==> src/rtl/mem_wait_stage_n.sv <==
// Memory-wait pipeline stage: holds an issue group until the data-SRAM response
// for its load lane arrives, and absorbs responses orphaned by flushes.
module mem_wait_stage_n #(
  parameter int LANES      = 2,
  parameter int BUS_WD     = 128,
  parameter int MAX_CANCEL = 3,
  localparam int CW        = $clog2(MAX_CANCEL + 1)
) (
  input  logic                      clk,
  input  logic                      resetn,
  input  logic [LANES-1:0]          in_valid,
  input  logic [LANES*BUS_WD-1:0]   in_bus,
  input  logic [LANES-1:0]          in_req,
  input  logic [LANES-1:0]          in_older,
  output logic                      allowin,
  input  logic                      out_allowin,
  output logic [LANES-1:0]          out_valid,
  output logic [LANES*BUS_WD-1:0]   out_bus,
  output logic [31:0]               out_rdata,
  input  logic                      data_ok,
  input  logic [31:0]               rdata,
  input  logic                      flush,
  input  logic                      stall,
  output logic [LANES-1:0]          fwd_valid,
  output logic [CW-1:0]             cancel_cnt,
  output logic [1:0]                dbg_state_o
);

  // Handshake: a group moves upstream->here when allowin is high at the clock
  // edge (in_valid qualifies lanes); it moves here->downstream when a lane's
  // out_valid and out_allowin are both high at the edge.

  typedef enum logic [1:0] {
    ST_IDLE = 2'd0,
    ST_WAIT = 2'd1,
    ST_HOLD = 2'd2
  } state_e;

  state_e                    state_q, state_d;
  logic [LANES-1:0]          valid_q, valid_d;
  logic [LANES-1:0]          req_q, req_d;
  logic [LANES-1:0]          older_q, older_d;
  logic [LANES-1:0]          fwd_q;
  logic [LANES*BUS_WD-1:0]   bus_q, bus_d;
  logic [31:0]               rdata_q, rdata_d;
  logic [CW-1:0]             cancel_q, cancel_d;

  logic empty, req_live, cancel_zero, cancel_room;
  logic data_hit, ready_go, leave, cnt_inc, cnt_dec;

  assign empty       = ~|valid_q;
  assign req_live    = |(valid_q & req_q);
  assign cancel_zero = (cancel_q == '0);
  assign cancel_room = (cancel_q < CW'(MAX_CANCEL));
  // A response belongs to the waiting load only once every orphan is drained.
  assign data_hit    = data_ok & cancel_zero & (state_q == ST_WAIT);
  assign ready_go    = empty | (~stall & (~req_live | (state_q == ST_HOLD) | data_hit));
  assign allowin     = (empty | (ready_go & out_allowin)) & cancel_room;
  assign leave       = ~empty & ready_go & out_allowin;

  assign out_valid   = valid_q & {LANES{ready_go}} & ~({LANES{flush}} & ~older_q);
  assign out_bus     = bus_q;
  assign out_rdata   = data_hit ? rdata : rdata_q;
  assign fwd_valid   = fwd_q;
  assign cancel_cnt  = cancel_q;
  assign dbg_state_o = state_q;

  // A flushed load whose response is still in flight becomes an orphan.
  assign cnt_inc = flush & (state_q == ST_WAIT) & (|(valid_q & req_q & ~older_q))
                   & ~data_hit & cancel_room;
  assign cnt_dec = data_ok & ~cancel_zero;

  always_comb begin
    state_d  = state_q;
    valid_d  = valid_q;
    req_d    = req_q;
    older_d  = older_q;
    bus_d    = bus_q;
    rdata_d  = rdata_q;
    cancel_d = cancel_q;

    case ({cnt_inc, cnt_dec})
      2'b10:   cancel_d = cancel_q + CW'(1);
      2'b01:   cancel_d = cancel_q - CW'(1);
      default: cancel_d = cancel_q;
    endcase

    if (flush) begin
      valid_d = leave ? '0 : (valid_q & older_q);
      if (~|(valid_d & req_q)) begin
        state_d = ST_IDLE;
      end else if (data_hit) begin
        state_d = ST_HOLD;
        rdata_d = rdata;
      end
    end else if (allowin) begin
      valid_d = in_valid;
      req_d   = in_req & in_valid;
      older_d = in_older;
      for (int i = 0; i < LANES; i++) begin
        bus_d[i*BUS_WD +: BUS_WD] = in_valid[i] ? in_bus[i*BUS_WD +: BUS_WD] : '0;
      end
      state_d = (|(in_valid & in_req)) ? ST_WAIT : ST_IDLE;
    end else if (leave) begin
      valid_d = '0;
      state_d = ST_IDLE;
    end else if (data_hit) begin
      state_d = ST_HOLD;
      rdata_d = rdata;
    end
  end

  always_ff @(posedge clk or negedge resetn) begin
    if (!resetn) begin
      state_q  <= ST_IDLE;
      valid_q  <= '0;
      req_q    <= '0;
      older_q  <= '0;
      fwd_q    <= '0;
      bus_q    <= '0;
      rdata_q  <= '0;
      cancel_q <= '0;
    end else begin
      state_q  <= state_d;
      valid_q  <= valid_d;
      req_q    <= req_d;
      older_q  <= older_d;
      fwd_q    <= valid_d;
      bus_q    <= bus_d;
      rdata_q  <= rdata_d;
      cancel_q <= cancel_d;
    end
  end

endmodule

==> config.mk <==
export PLATFORM = sky130hd
export DESIGN_NAME = mem_wait_stage_n
export DESIGN_NICKNAME = d
export VERILOG_FILES = /design/src/rtl/mem_wait_stage_n.sv
export SDC_FILE = /design/constraint.sdc
export NUM_CORES = 1
export LEC_CHECK = 0
export BUFFER_PORTS_ARGS = -buffer_cell sky130_fd_sc_hd__buf_2
export CAP_MARGIN = 40
export CELL_PAD_IN_SITES_DETAIL_PLACEMENT = 1
export CELL_PAD_IN_SITES_GLOBAL_PLACEMENT = 1
export CORE_AREA = 2 2 231 233
export DETAILED_ROUTE_END_ITERATION = 8
export DIE_AREA = 0 0 233 235
export GPL_TIMING_DRIVEN = 1
export PLACE_DENSITY = 0.62
export SLEW_MARGIN = 10
export SYNTH_ARGS = -nofsm -noshare
export SYNTH_HDL_FRONTEND = slang
export SYNTH_SLANG_ARGS = --single-unit
==> constraint.sdc <==
create_clock -name clk -period 5.2 [get_ports clk]
set_clock_uncertainty 0.05 [all_clocks]
set_input_delay 0.78 -clock clk [delete_from_list [all_inputs] [get_ports clk]]
set_output_delay 0.78 -clock clk [all_outputs]
set_load 0.01 [all_outputs]
# --- Yosys cells after proc, flatten, opt, wreduce, memory -nomap -nowiden ---
# Cells that the tools add are included.
classes:
  bitwise_logic: 31
  n_eq_ne: 7
  n_lt_le_gt_ge: 1
  n_mux: 18
  n_addsub: 2
  reduce_logical: 11
ops:
  columns: ["cell", "count"]
  rows:
  - ["128-bit 2-to-1 mux", 2]
  - ["32-bit 2-to-1 mux", 5]
  - ["2-bit 2-to-1 mux", 9]
  - ["2-bit bitwise AND", 8]
  - ["1-bit bitwise AND", 12]
  - ["2-bit OR reduction", 5]
  - ["1-bit inverter", 5]
  - ["2-bit by 1-bit equality test with 1-bit output, second input constant", 2]
  - ["2-bit equality test, second input constant", 2]
  - ["2-bit by 1-bit inequality test with 1-bit output, second input constant", 2]
  - ["2-bit inverter", 2]
  - ["1-bit OR", 4]
  - ["2-bit one-hot mux with 2 select lines", 1]
  - ["3-bit AND reduction", 1]
  - ["3-bit nonzero test", 1]
  - ["2-bit by 1-bit adder with 2-bit output, second input constant", 1]
  - ["2-bit logical NOT", 1]
  - ["2-bit < comparator, second input constant", 1]
  - ["2-bit inequality test, second input constant", 1]
  - ["2-bit AND reduction", 1]
  - ["2-bit nonzero test", 1]
  - ["2-bit by 1-bit subtractor with 2-bit output, second input constant", 1]
  - ["1-bit logical NOT", 1]
  - ["1-bit 2-to-1 mux", 1]
word_totals:
  inputBits: 300
  elab_cells: 77
  output_inout_bits: 297
  ff_bits: 298

# --- Longest topological paths before layout ---
logic_depth:
  word_depth: 14
  depth_mapped: 9
  mapped_depth_nobuf: 8

# --- Worst setup path before layout ---
# No wires, ideal clock.
synth_timing:
  path_type: "register to output"
  startpoint: "register cancel_q[0] (netlist: cancel_cnt[0])"
  endpoint: "output port out_rdata[22]"
  slack_ns: 2.636
  arrival_ns: 1.734
  stages_incl_launch_ff: 6
  cell_sequence: "dfrtp_1 nor4b_4 and2_1 buf_2 buf_2 mux2_2"
synth_between:
  elab_chain_len: 4
synth_lines:
  columns: ["item", "line_no", "text"]
  rows:
  - ["start, declared", "46", "logic [CW-1:0] cancel_q, cancel_d;"]
  - ["start signal, assigned", "131", "cancel_q <= cancel_d;"]
  - ["2-bit logical NOT", "53", "assign cancel_zero = (cancel_q == '0);"]
  - ["1-bit bitwise AND (2 in a row)", "56", "assign data_hit = data_ok & cancel_zero & (state_q == ST_WAIT);"]
  - ["32-bit 2-to-1 mux", null, null]
  - ["end, declared", "19", "output logic [31:0] out_rdata,"]
# Every way passes these cells.

# --- Worst setup path in the final report ---
layout_timing:
  startpoint: "register cancel_q[1] (netlist: cancel_cnt[1])"
  endpoint: "output port out_rdata[28]"
# Same word-level chain as after synthesis.

==> results.json <==
{
  "p_int_mw": 6.61,
  "hold_class": "input pin to asynchronous set/reset pin",
  "path_buf_inv": 2,
  "clock_path_buffers": 3,
  "die_w_um": 233,
  "drive_above_1_share_pct": 39.5,
  "fin_util_pct": 32.8,
  "firstDrtPassIters": 4,
  "place_area_mm2": 0.0159,
  "finalWirelength_um": 44000,
  "cts_tree": "built",
  "critPathSlowestCell": "dfrtp_1",
  "cp-start-kind": "flip-flop",
  "io_buffers": 596,
  "grt_first_pass_wirelength_um": 67200,
  "cp.depth": 5,
  "synth_top_area_cell": "dfrtp_1",
  "rsz0062_at_grt": "false",
  "synthCells": 1277,
  "synthFlopType": "dfrtp_1",
  "synth.avg_cell_area_um2": 9.68,
  "setup_viol_count_final": 0,
  "area_growth_pct": 38.4,
  "n_fill_cell": 6267,
  "ys_top_cells_by_area": "dfrtp_1, nand2_1, o21ai_0, mux2_2, o21ai_1",
  "grt-ovfl-total": 0,
  "ant_nets": 0,
  "stdcell_area_mm2": 0.0171,
  "synth_warnings": 0,
  "gp_congestion": 0.779,
  "fin_crit_ns": 3.41,
  "end_kind": "output port",
  "tns_ns": 0,
  "grt_start_max_net_pins": 134,
  "clk_latency_ns": 0.53,
  "drc_errors": 0,
  "cts_buffers": 37,
  "viasPerCell": 4.31,
  "path_cells": "nor4b_4 -> and2_1 -> buf_4 -> mux2_2 -> buf_2",
  "critPathArrivalTime_ns": 2.58,
  "syn_area_mm2": 0.0124,
  "grt_antenna_before_repair": 10,
  "tightestPinTransition_ns": 0.855,
  "ys_seq_area_share_pct": 60.3,
  "slew-limit-headroom_pct": 43.0,
  "clock.fmax_ghz": 0.293,
  "die_h_um": 235,
  "ys_types": 38,
  "switchingPower_mw": 4.09,
  "cts.sinks": 298,
  "pin_count": 597,
  "max-vdd-ir-drop_mv": 0.213,
  "grt_pass1_vias": 11600,
  "crit_family": "simple AND/OR/NAND/NOR gates",
  "cts_resized": 0,
  "holdBufCountCts": 0,
  "clock_power_share_pct": 24.3,
  "drv_cap": 0,
  "outcome": "finished clean",
  "ys_top_cells_by_count": "nand2_1, dfrtp_1, o21ai_0",
  "power_frac_comb_pct": 38.4,
  "syn_nets": 1578,
  "max_stage_delay_ns": 0.45,
  "hold_viol": 0,
  "die-area_mm2": 0.0548,
  "cts_max_level": 2,
  "power.density_mw_per_mm2": 625,
  "yosys.area.top_type_share_pct": 60.3,
  "ff2ff_path_depth": 5,
  "path_max_fanout": 31,
  "dp_hpwl_um": 32400,
  "wl_per_cell_um": 17.3,
  "drt_iter0_markers": 379,
  "nets": 2137,
  "required_ns": 4.37,
  "multi_input_area_mm2": 0.00433,
  "seq_area_mm2": 0.00746,
  "cts.clk_slew.worst_paths_ns": 0.06,
  "cts-root-buf": "clkbuf_16",
  "start_util_pct": 23.7,
  "vias": 11000,
  "post-cts-setup-buffer-count": 0,
  "core-area_mm2": 0.0522,
  "p_leak_nw": 9.01,
  "pwr-share-seq_pct": 37.3,
  "holdWs_ns": 0.0972,
  "switching_share_pct": 38.2,
  "ys_ff_latch": 298,
  "period_share_pct": 65.6,
  "grt_use_total_pct": 15.7,
  "crit_type": "flip-flop to output port",
  "slew_viol_final": 0,
  "async_flop_share_pct": 100,
  "post-synth-top-count-cell": "nand2_1",
  "synth_edf_count": 0,
  "row_count": 84
}
-- registers in the layout, summed over array words and instances, names as in the netlist --
register     flops
fwd_valid        2
cancel_cnt       2
rdata_q         32
dbg_state_o      2
req_q            2
out_bus        256
older_q          2
-- cells in the final DEF (no fill, tap or decap), types with 2 or more instances in the layout --
cell	instances
clkbuf_1	7
o21a_1	3
buf_2	593
o21ai_0	146
mux2_4	2
xnor2_1	2
nand3b_1	2
diode_2	3
mux2_1	4
mux2_2	60
and3_1	2
a21oi_1	2
nand3_1	2
nand2b_1	3
bufinv_16	3
dfrtp_1	298
buf_12	8
clkbuf_16	37
nand2_1	523
buf_4	9
nor2_1	3
clkbuf_8	12
a22o_1	2
o21ai_1	114
-- power groups by stage --
stage	clock (mW)	sequential, mW	combinational [mW]
floorplan	0	4.45	1.93
global route	2.78	4.14	4.57
global placement	0	3.96	4.07
CTS	2.69	4.01	4.20
finish	2.60	3.99	4.11
detailed placement	0	4.03	4.20
-- layout make-up --
| class | instances | area share (%) |
|---|---|---|
| Antenna cell | 3 | 0.0439 |
| Clock buffer | 56 | 6.53 |
| Clock inverter | 4 | 0.556 |
| Inverter | 1 | 0.0219 |
| Multi-Input combinational cell | 886 | 25.3 |
| Sequential cell | 298 | 43.6 |
| Tap cell | 688 | 5.03 |
| Timing Repair Buffer | 612 | 18.9 |
-- cell families after synthesis --
logic type / after synthesis / synth area share, %
flip-flops: 298 / 60.3
buffers and inverters: 93 / 4.67
AO/OA/AOI/OAI: 275 / 11.8
XOR/XNOR: 3 / 0.213
adder cells (fa/ha/maj): 1 / 0.101
AND/OR/NAND/NOR: 541 / 16.9
multiplexers: 66 / 6.07
-- per-stage QoR --
stage          std cells  power [mW]  setup WS [ns]
2_1_floorplan       1277        6.37           2.64
3_3_place_gp        2484        8.03           2.30
3_5_place_dp        2485        8.23           2.20
4_1_cts             2545        10.9           1.71
5_1_grt             2548        11.5           1.63
6_report            2548        10.7           1.79
-- worst paths after layout --
| kind | from | endpoint | slack (ns) |
|---|---|---|---|
| max | cancel_cnt[1] | out_rdata[28] | 1.79 |
| max in group asynchronous | resetn | out_bus[84] | 3.84 |
| min reg2reg | out_bus[209] | out_bus[209] | 0.42 |
| max reg2reg | fwd_valid[0] | out_bus[95] | 2.48 |
| min in group clk | out_bus[209] | out_bus[209] | 0.42 |
| min | resetn | out_bus[6] | 0.1 |
-- metal layers --
layer / wire length [um] / track usage [%]
met5: 69 / 0
met4: 1040 / 4.69
met3: 3720 / 5.38
met2: 21900 / 27.5
met1: 17300 / 17.9
Power figures use the tool's default switching activity.
